`src/rtl/mwb_pipe_stage.sv`:
```
// Memory->Writeback pipeline register: DEPTH stages of {valid, ctrl, data}.
// It supports stall, flush and bubble gating, and keeps a count of retired instructions.
module mwb_pipe_stage #(
    parameter int DATA_W = 32,
    parameter int CTRL_W = 9,
    parameter int DEPTH  = 1,
    parameter int CNT_W  = 16
) (
    input  logic              clk,
    input  logic              rst_n,
    input  logic              stall,
    input  logic              flush,
    input  logic              in_valid,
    input  logic [CTRL_W-1:0] in_ctrl,
    input  logic [DATA_W-1:0] in_data,
    output logic              out_valid,
    output logic [CTRL_W-1:0] out_ctrl,
    output logic [DATA_W-1:0] out_data,
    output logic [CNT_W-1:0]  retire_cnt
);

    generate
        if (DEPTH < 1 || DEPTH > 8) begin : g_bad_depth
            $error("mwb_pipe_stage: DEPTH must be in 1..8");
        end
    endgenerate

    logic [DEPTH-1:0]             stage_v;
    logic [DEPTH-1:0][CTRL_W-1:0] stage_c;
    logic [DEPTH-1:0][DATA_W-1:0] stage_d;
    logic [CNT_W-1:0]             retire_reg;

    genvar gi;
    generate
        for (gi = 0; gi < DEPTH; gi++) begin : g_stage
            logic              v_reg;
            logic [CTRL_W-1:0] c_reg;
            logic [DATA_W-1:0] d_reg;
            logic              v_next;
            logic [CTRL_W-1:0] c_next;
            logic [DATA_W-1:0] d_next;

            if (gi == 0) begin : g_head
                // Bubbles enter with cleared control, so no write enable can leak downstream.
                assign v_next = in_valid;
                assign c_next = in_valid ? in_ctrl : '0;
                assign d_next = in_data;
            end else begin : g_body
                assign v_next = stage_v[gi-1];
                assign c_next = stage_c[gi-1];
                assign d_next = stage_d[gi-1];
            end

            always_ff @(posedge clk or negedge rst_n) begin
                if (!rst_n) begin
                    v_reg <= 1'b0;
                    c_reg <= '0;
                    d_reg <= '0;
                end else if (flush) begin
                    // Payload is left alone on a kill; only valid and ctrl need clearing.
                    v_reg <= 1'b0;
                    c_reg <= '0;
                end else if (!stall) begin
                    v_reg <= v_next;
                    c_reg <= c_next;
                    d_reg <= d_next;
                end
            end

            assign stage_v[gi] = v_reg;
            assign stage_c[gi] = c_reg;
            assign stage_d[gi] = d_reg;
        end
    endgenerate

    // The oldest instruction commits on any unstalled edge, including a flush edge.
    always_ff @(posedge clk or negedge rst_n) begin
        if (!rst_n) begin
            retire_reg <= '0;
        end else if (stage_v[DEPTH-1] && !stall) begin
            retire_reg <= retire_reg + CNT_W'(1);
        end
    end

    assign out_valid  = stage_v[DEPTH-1];
    assign out_ctrl   = stage_c[DEPTH-1];
    assign out_data   = stage_d[DEPTH-1];
    assign retire_cnt = retire_reg;

endmodule
```
`config.mk`:
```
export PLATFORM = sky130hd
export DESIGN_NAME = mwb_pipe_stage
export DESIGN_NICKNAME = d
export VERILOG_FILES = /design/src/rtl/mwb_pipe_stage.sv
export SDC_FILE = /design/constraint.sdc
export NUM_CORES = 1
export LEC_CHECK = 0
export ABC_AREA = 1
export ABC_CLOCK_PERIOD_IN_PS = 1700
export CAP_MARGIN = 40
export CORE_MARGIN = 2
export CORE_UTILIZATION = 35
export CTS_CLUSTER_SIZE = 20
export DETAILED_ROUTE_END_ITERATION = 6
export PLACE_DENSITY_LB_ADDON = 0.25
export SETUP_SLACK_MARGIN = 0.5
export SYNTH_ARGS = -nofsm -noshare
export SYNTH_HDL_FRONTEND = slang
export SYNTH_SLANG_ARGS = --single-unit
```
`constraint.sdc`:
```
create_clock -name clk -period 1.7 [get_ports clk]
set_clock_uncertainty 0.1 [all_clocks]
set_input_delay 0.34 -clock clk [delete_from_list [all_inputs] [get_ports clk]]
set_output_delay 0.34 -clock clk [all_outputs]
set_load 0.02 [all_outputs]
```
# Word-level counts from Yosys, hierarchy flattened
# Index checks and enable logic that the tools add are counted.
# Widths: inputs -> output; s select.
# word_totals
ff_bits	58
# op_classes
addsub	1
eq_ne	1
muxes	5
n_bitwise	2
n_reduce_logical	3
# op_table
operator	n
$mux 9	3
$add 16x1->16 const B	1
$mux 1	2
$ne 2x1->1 const B	1
$not 1->1	2
$reduce_and 2->1	1
$logic_and 1x1->1	1
$logic_not 1->1	1

# Depth between registers and ports, before layout
# Gate-level depths: netlist of run 1.
# depth
word_depth	3
ltp_mapped	9
mapped_depth_nobuf	9

# Least setup slack after synthesis of run 1
# Ideal clock, no wire load.
# synth_path
path_type	register -> register
start	register retire_reg[1], in the netlist retire_cnt[1]
end	register retire_reg[14], in the netlist retire_cnt[14]
arrival_ns	1.218
path_slack_ns	0.269
stages_incl_launch_ff	9
synth_period_minus_slack_ns	1.431
path_cell_list	dfrtp_1 > ha_1 > nand2_1 > nor2_1 > nand2_1 > nor2_2 > nand3_1 > nand2_1 > inv_1
# synth_via
elab_chain_len	1
# synth_rtl
item	line	source
start: declaration	31	logic [CNT_W-1:0] retire_reg;
start signal: assignment	81	retire_reg <= retire_reg + CNT_W'(1);
$add 16x1->16	81	
# Every way passes these cells.
# A chain may end at the register's enable or synchronous reset.

# Final worst setup path of run 1
# layout_path
start	register retire_reg[2], in the netlist retire_cnt[2]
end	output retire_cnt[2]
# layout_lines
item	line	source
end: declaration	19	output logic [CNT_W-1:0] retire_cnt
# No word-level cell between the ends.

==> impl_metrics.tcl, run 1 <==
set metrics [dict create \
    synthTopCellsByArea "dfrtp_1, mux2_4, nand2_1" \
    period_needed_ns 1.46 \
    cts.sinks 58 \
    setup_viol 0 \
    relSlewSlack_pct 75.1 \
    final_core_util_pct 66.7 \
    status "completed" \
    die_h_um 90.6 \
    hpwl_um 4100 \
    power_density_mw_per_mm2 954 \
    place_inst 427 \
    finalPower_mw 4.62 \
    arrival_ns 1.02 \
    antenna_cells 0 \
    syn-num-nets 268 \
    fin_area_mm2 0.00484 \
    dr.pass1.iters 4 \
    synth_edf_count 0 \
    synth_compound_area_share_pct 3.33 \
    antenna_found_initial 0 \
    wirelength_um 6990 \
    die_w_um 90.6 \
    layout.cells.non_filler 500 \
    grt_usage_pct 16.8 \
    yosysWarnings 0 \
    yosysTopAreaCellShare_pct 55.3 \
    maxCapViolCount 0 \
    drive_above_1_share_pct 56.6 \
    holdWs_ns 0.414 \
    synth_top_flop_cell "dfrtp_1" \
    worstPathRequired_ns 1.26 \
    wl_per_cell_um 14.0 \
    cpMaxStageDelayCell "dfrtp_2" \
    syn-instance-count 221 \
    period_share_pct 85.6 \
    synth_commonest_cells "dfrtp_1, mux2_4, nand2_1" \
    io_pins 104 \
    synthAdderAreaFrac_pct 0.476 \
    cts_buffers 9 \
    p_leak_nw 2.31 \
    synthDistinctLibCells 21 \
    grt_pass1_wl_um 10800 \
    row_count 31 \
    synth_most_common_cell "dfrtp_1" \
    gp_congestion 0.784 \
    tightest_slew_ns 0.372 \
    rr_worst_depth 9 \
    path_class "flop to output port" \
    cpMostUsedCell "buf_6" \
    h-tree-depth 3 \
    fill_cells 544 \
    seq_area_mm2 0.00146 \
    gr-total-overflow 0 \
    vias_per_cell 4.43 \
    synth-seq-area-share_pct 55.3 \
    critPathMaxStageDelay_ns 0.44 \
    die_area_mm2 0.00821 \
    synth_top_family_by_area "multiplexers" \
    initial_core_util_pct 36.2 \
    path_clk_slew_ns 0.07 \
    holdPathStages 4 \
    synth_xor_xnor_area_share_pct 3.33 \
    grt_pass1_vias 2222 \
    grt_max_degree 59 \
    synth.avg_cell_area_um2 11.9 \
    grt_setup_unrepaired "true" \
    crit_path_end_kind "output port" \
    drc_errors 0 \
    syn-cell-area_mm2 0.00263 \
    peakVddDrop_uv 753 \
    finalNetCount 443 \
    crit_path_start_kind "flop" \
    clock_latency_ns 0.33 \
    async_flop_share_pct 100 \
    synth_simple_gate_area_share_pct 13.5 \
    hp-class "primary input to flop" \
    path_cells "buf_6 -> buf_6" \
    yosys_register_bits 58 \
    place_area_mm2 0.00387 \
    via_count 2217 \
    cts_root_buf "clkbuf_8" \
    crit_start "retire_cnt[2]" \
    final-hold-violation-count 0 \
    numPortBuffers 103 \
    clock_path_buffers 2 \
    multi_input_area_mm2 0.00115 \
    timing.rr.start "retire_cnt[1]" \
    muxShareOfSynthArea_pct 18.0 \
    max_freq_ghz 0.687 \
    drv_slew 0 \
    synthToLayoutAreaGrowth_pct 84.3 \
    path_max_fanout 3 \
    tritoncts "yes" \
    drt_iter0_markers 43 \
    hold_start "flush" \
    core_area_mm2 0.00725 \
    yosysTopAreaCell "dfrtp_1" \
    ant_nets 0 \
]
## per-layer routing
layer,part of all wire [%],GRT usage [%],vias to the layer above,routed length [um]
met1,45,21.6,1071,3120
met4,1.4,7.56,0,100
li1,-,-,1066,-
met3,5.9,4.51,8,411
met5,0,0,-,0
met2,48,26.4,72,3370
## worst paths after layout
check                                 end  slack (ns)
setup / recovery            retire_cnt[2]        0.24
hold / removal                out_ctrl[6]        0.41
setup reg to reg           retire_cnt[13]        0.29
hold reg to reg              out_data[29]        0.43
max in group asynchronous       out_valid        0.78
min in group asynchronous     out_data[9]        0.44
## placed cells by master (no fill, tap or decap)
cell             count
nand3_2              2
nor2_2               7
buf_12               7
nor2_4               7
xnor2_1              2
nor3_1               1
nand2_4              2
ha_4                 1
xnor2_2              1
buf_6               70
or2_0                1
buf_2                3
nand3_4              2
clkbuf_8             9
inv_2                1
dfrtp_1             48
nor2_1               8
buf_4               42
nand2_2             10
o21ai_2             10
inv_4                1
mux2_4              30
nand2_1             20
clkbuf_16            1
clkbuf_1             2
dfrtp_2             10
xor2_1               7
clkdlybuf4s50_1     42
nand4_1              5
dlygate4sd3_1        1
nand3_1             11
buf_8                1
buf_16               3
clkinvlp_4           2
bufinv_16            1
mux2_2               2
inv_1               26
clkinv_2             2
## area by class of cell
cell class / instances / share of cell area, %
Clock buffer: 11 / 2.71
Sequential cell: 58 / 30.2
Clock inverter: 5 / 1.14
Multi-Input combinational cell: 129 / 23.7
Timing Repair Buffer: 170 / 37.4
Tap cell: 99 / 2.56
Inverter: 28 / 2.22
## what timing repair did
item,in CTS,in global routing
resized for setup,376,27
hold buffers,1,0
endpoints found under the hold margin,58,0
setup endpoints to repair,116,81
buffers inserted,29,23
pin swaps,13,23
gates cloned,3,1
## stage by stage
stage                     setup TNS, ns  setup slack, ns
after floorplan                       0            0.408
final                                 0            0.245
after detailed placement          -2.68          -0.0934
after CTS                             0            0.316
after global placement            -1.76          -0.0652
after global routing                  0            0.214
## critical path: cells and delay by family (launching register included)
family | cells | cell delay (ns)
buf+inv | 2 | 0.25
flops | 1 | 0.44
## where the power goes
group          total (mW)  leakage (nW)  internal [mW]  switching, mW
combinational        1.67          1.53          0.988          0.678
sequential           1.73         0.697           1.57          0.166
clock                1.22        0.0893          0.672          0.544
total                4.62          2.31           3.23           1.39
## registers in the layout, summed over array words and instances, names as in the netlist
name,count
out_valid,1
out_data,32
out_ctrl,9
retire_cnt,16
## cell families (layout without fill, tap and decap cells)
family | count (synthesis) | after routing
AND/OR/NAND/NOR | 76 | 76
multiplexers | 32 | 32
buffers and inverters | 34 | 214
adder cells (fa/ha/maj) | 1 | 1
XOR/XNOR | 10 | 10
AO/OA/AOI/OAI | 10 | 10
flip-flops | 58 | 58
(Power assumes the default switching activity.)
==> run 2, diff against run 1 <==
- DONT_BUFFER_PORTS: unset -> 1
==> run 2 against run 1 <==
  * The flow now finishes with violations (hold timing)
  * Critical path depth increased by 7
  * Setup slack improved by 0.025 ns
  * Combinational power decreased by 76%
  * Wire length decreased by 26%
  * Critical path type is now flop to flop
  * Critical endpoint is now retire_cnt[14]
  * Largest power group unchanged
  * Highest routed layer unchanged
==> impl_metrics.tcl, run 2 (same netlist as run 1, synthesis figures left out) <==
set metrics [dict create \
    antenna_cells 0 \
    crit_path_start_kind "flop" \
    p_leak_nw 1.35 \
    path_max_fanout 5 \
    fin_area_mm2 0.00307 \
    grt_pass1_vias 1645 \
    fill_cells 713 \
    hp-class "primary input to async pin" \
    tritoncts "yes" \
    io_pins 104 \
    numPortBuffers 0 \
    setup-tns-final_ns 0 \
    crit_path_end_kind "flop" \
    path_class "flop to flop" \
    h-tree-depth 3 \
    power_density_mw_per_mm2 1170 \
    max_freq_ghz 0.699 \
    cts_buffers 9 \
    finalNetCount 281 \
    drive_above_1_share_pct 56.9 \
    worst-r2r-setup-slack_ns 0.27 \
    wirelength_um 5150 \
    finalPower_mw 3.60 \
    die_h_um 90.6 \
    setup_viol 0 \
    final-hold-violation-count 58 \
    final_common_cell "dfrtp_2" \
    core_area_mm2 0.00725 \
    row_count 31 \
    clock_latency_ns 0.33 \
    grt_max_degree 59 \
    cts_root_buf "clkbuf_8" \
    drv_slew 0 \
    path_buf_inv 1 \
    path_cells "ha_4 -> nand2_2 -> nor2_2 -> nand2_2 -> nor2_4 -> nand2_1 -> nand2_1 -> nand2_1 -> inv_1" \
    place_area_mm2 0.00276 \
    synthToLayoutAreaGrowth_pct 17.0 \
    cpMaxStageDelayCell "dfrtp_2" \
    via_count 1575 \
    grt_pass1_wl_um 8710 \
    grt_setup_unrepaired "true" \
    holdWs_ns -0.402 \
    die_area_mm2 0.00821 \
    antenna_found_initial 0 \
    mostFrequentLayoutCells "dfrtp_2, mux2_4, nand2_1" \
    seq_area_mm2 0.00152 \
    wl_per_cell_um 15.2 \
    period_share_pct 84.1 \
    multi_input_area_mm2 0.00106 \
    hpwl_um 3540 \
    drc_errors 0 \
    cpLargestDelayFamily "simple AND/OR/NAND/NOR gates" \
    critPathMaxStageDelay_ns 0.48 \
    gr-total-overflow 0 \
    initial_core_util_pct 36.2 \
    ant_nets 0 \
    worstPathRequired_ns 1.87 \
    clock_path_buffers 2 \
    final_core_util_pct 42.3 \
    largest_register_ffs 32 \
    cpMostUsedCell "nand2_1" \
    cts.sinks 58 \
    dr.pass1.iters 4 \
    gp_congestion 0.716 \
    arrival_ns 1.60 \
    violations "hold timing" \
    tightest_slew_ns 0.454 \
    period_needed_ns 1.43 \
    relSlewSlack_pct 69.8 \
    status "finished with violations" \
    drt_iter0_markers 26 \
    grt_usage_pct 13.6 \
    path_clk_slew_ns 0.07 \
    peakVddDrop_uv 713 \
    die_w_um 90.6 \
    maxCapViolCount 0 \
    vias_per_cell 4.66 \
]
-- run 2: changes by cell type in the layout (fill, tap and decap cells not counted), sizes merged --
cell / change
clkinv: +2
clkdlybuf4s50: -42
clkinvlp: -1
buf: -118
clkbuf: -2
dlygate4sd3: -1
-- run 2: final timing paths --
kind,start,to,cells after the start
min in group clk,in_valid,out_valid,2
max in group asynchronous,rst_n,out_ctrl[3],0
max,retire_cnt[1],retire_cnt[14],9
min reg2reg,retire_cnt[6],retire_cnt[6],1
min,rst_n,out_data[6],0
max reg2reg,retire_cnt[1],retire_cnt[14],9
-- run 2: area by class of cell --
cell class,instances,share of cell area (%)
flip-flops and latches,58,49.4
clock buffers,10,4.15
well taps,99,4.03
clock inverters,6,1.87
inverters,28,3.42
repair buffers,8,2.73
multi-input cells,129,34.4
-- run 2: what timing repair did --
action | 4_1_cts | 5_1_grt
cloned | 0 | 0
resized for setup | 46 | 6
endpoints found under the setup margin | 70 | 71
pin swaps | 3 | 5
hold endpoints to repair | 58 | 58
buffers inserted | 4 | 1
-- run 2: routing by layer --
metal	wire [um]	share of wire (%)	GRT usage [%]	up-vias
met4	86	1.7	5.13	0
met1	2250	44	16.9	760
met5	0	0	0	-
met3	462	9.0	6.59	6
met2	2350	46	20.2	73
li1	-	-	-	736
-- run 2: power by group --
part	switching [mW]	leakage [nW]	internal (mW)	total [mW]
clock	0.538	0.0958	0.666	1.20
combinational	0.152	0.604	0.245	0.397
sequential	0.405	0.648	1.59	2.00
-- run 2: stage by stage --
stage | setup slack [ns] | cells
2_1_floorplan | 0.408 | 221
3_3_place_gp | 0.279 | 316
3_5_place_dp | 0.283 | 317
4_1_cts | 0.277 | 337
5_1_grt | 0.184 | 338
6_report | 0.270 | 338
-- run 2: worst reg2reg max path, stage by stage, from the launching register on --
cell and delay [ns]:
dfrtp_2 0.48, ha_4 0.18, nand2_2 0.05, nor2_2 0.13, nand2_2 0.07, nor2_4 0.14
nand2_1 0.07, nand2_1 0.07, nand2_1 0.05, inv_1 0.04
==> run 3, diff against run 2 <==
- ABC_CLOCK_PERIOD_IN_PS: 1700 -> 1300
- clock period: 1.7 -> 1.3 ns (I/O delays scaled with it)
==> run 3 against run 2 <==
  * The flow finishes with violations (hold timing, setup timing)
  * Non-clock buffer count up 41
  * Sequential cell count unchanged
  * Setup slack worse by 0.31 ns
  * Final cell count up 12%
  * Utilization up 8.6 points
  * Fmax up 6.5%
  * Combinational power rose to 2.7 times the previous value
  * Register-to-register slack worse by 0.31 ns
  * Critical path type unchanged
  * Highest routed layer unchanged
==> impl_metrics.tcl, run 3 (same netlist as run 1, synthesis figures left out) <==
set metrics [dict create \
    die_h_um 90.6 \
    h-tree-depth 3 \
    fill_cells 647 \
    place_area_mm2 0.00299 \
    drt_iter0_markers 77 \
    clock_latency_ns 0.34 \
    grt_pass1_vias 1874 \
    power_density_mw_per_mm2 1490 \
    core_area_mm2 0.00725 \
    place_inst 338 \
    setup-tns-final_ns -0.136 \
    drive_above_1_share_pct 71.8 \
    p_leak_nw 1.68 \
    peakVddDrop_uv 536 \
    fin_area_mm2 0.00369 \
    worst_slack_ns -0.0427 \
    finalNetCount 322 \
    io_pins 104 \
    grt_usage_pct 15.4 \
    violations "hold timing, setup timing" \
    arrival_ns 1.46 \
    worstPathRequired_ns 1.42 \
    seq_area_mm2 0.00152 \
    cts_buffers 9 \
    multi_input_area_mm2 0.00117 \
    clock_path_buffers 2 \
    tritoncts "yes" \
    synthToLayoutAreaGrowth_pct 40.7 \
    maxCapViolCount 0 \
    wirelength_um 6010 \
    critPathMaxStageDelay_ns 0.45 \
    ant_nets 0 \
    drv_slew 0 \
    largest_register_ffs 32 \
    grt_setup_unrepaired "true" \
    die_area_mm2 0.00821 \
    grt_max_degree 59 \
    gp_congestion 0.787 \
    vias_per_cell 4.54 \
    max_freq_ghz 0.745 \
    cpLargestDelayFamily "flip-flops" \
    wl_per_cell_um 15.9 \
    path_max_fanout 4 \
    cts.sinks 58 \
    mostFrequentLayoutCells "dfrtp_2, mux2_4, buf_6" \
    period_share_pct 103 \
    row_count 31 \
    antenna_cells 0 \
    via_count 1722 \
    numPortBuffers 0 \
    crit_path_start_kind "flop" \
    path_clk_slew_ns 0.08 \
    antenna_found_initial 0 \
    cpMaxStageDelayCell "dfrtp_2" \
    path_cells "ha_4 -> nand3_4 -> nor2_4 -> buf_4 -> buf_6 -> xor2_1" \
    relSlewSlack_pct 83.0 \
    tightest_slew_ns 0.253 \
    path_class "flop to flop" \
    final_common_cell "dfrtp_2" \
    hpwl_um 3740 \
    drc_errors 0 \
    path_buf_inv 2 \
    dp_slack_ns -0.0162 \
    holdWs_ns -0.499 \
    hp-class "primary input to async pin" \
    die_w_um 90.6 \
    status "finished with violations" \
    dr.pass1.iters 4 \
    gr-total-overflow 0 \
    period_needed_ns 1.34 \
    initial_core_util_pct 36.2 \
    final-hold-violation-count 100 \
    setup_viol 5 \
    layout.cells.non_filler 379 \
    crit_path_end_kind "flop" \
    grt_pass1_wl_um 9790 \
    cts_root_buf "clkbuf_8" \
]
==> run 3: final cells by class <==
| cell class | instances | share of cell area, % |
|---|---|---|
| repair buffers | 49 | 14.8 |
| multi-input cells | 129 | 31.7 |
| flip-flops and latches | 58 | 41.2 |
| well taps | 99 | 3.35 |
| clock inverters | 6 | 2.44 |
| clock buffers | 10 | 3.73 |
| inverters | 28 | 2.84 |
==> run 3: routing by layer <==
layer	vias up	part of all wire, %	track usage, %
met2	77	45	22.4
li1	817	-	-
met4	0	1.0	5.38
met3	6	9.4	7.01
met5	-	0	0
met1	822	45	20.2
==> run 3: per-stage QoR <==
| stage | total power, mW | util [%] |
|---|---|---|
| after floorplan | 3.02 | - |
| after global placement | 3.26 | 41.2 |
| after detailed placement | 3.27 | 41.2 |
| after CTS | 5.42 | 49.5 |
| after global routing | 5.77 | 50.9 |
| final | 5.50 | 50.9 |
==> run 3: final timing paths <==
check                                    from             to  slack (ns)  cells after the start
worst max-delay path            retire_cnt[0]  retire_cnt[4]       -0.04                      6
worst min-delay path                    rst_n   out_data[22]       -0.50                      0
worst max register to register  retire_cnt[0]  retire_cnt[4]       -0.04                      6
worst min register to register  retire_cnt[4]  retire_cnt[4]        0.42                      1
max in group asynchronous               rst_n  retire_cnt[1]        1.48                      0
min in group clk                     in_valid      out_valid       -0.06                      2
==> run 3: what timing repair did <==
action,in CTS,in global routing
resized for setup,79,24
hold buffers,6,1
gates cloned,2,0
setup buffers,14,2
pin swaps,14,18
hold endpoints to repair,100,100
setup endpoints to repair,115,116
==> run 3: power breakdown <==
group          internal, mW  switching [mW]  total [mW]
sequential             2.08           0.435        2.51
combinational         0.638           0.457        1.09
clock                  1.13           0.758        1.89
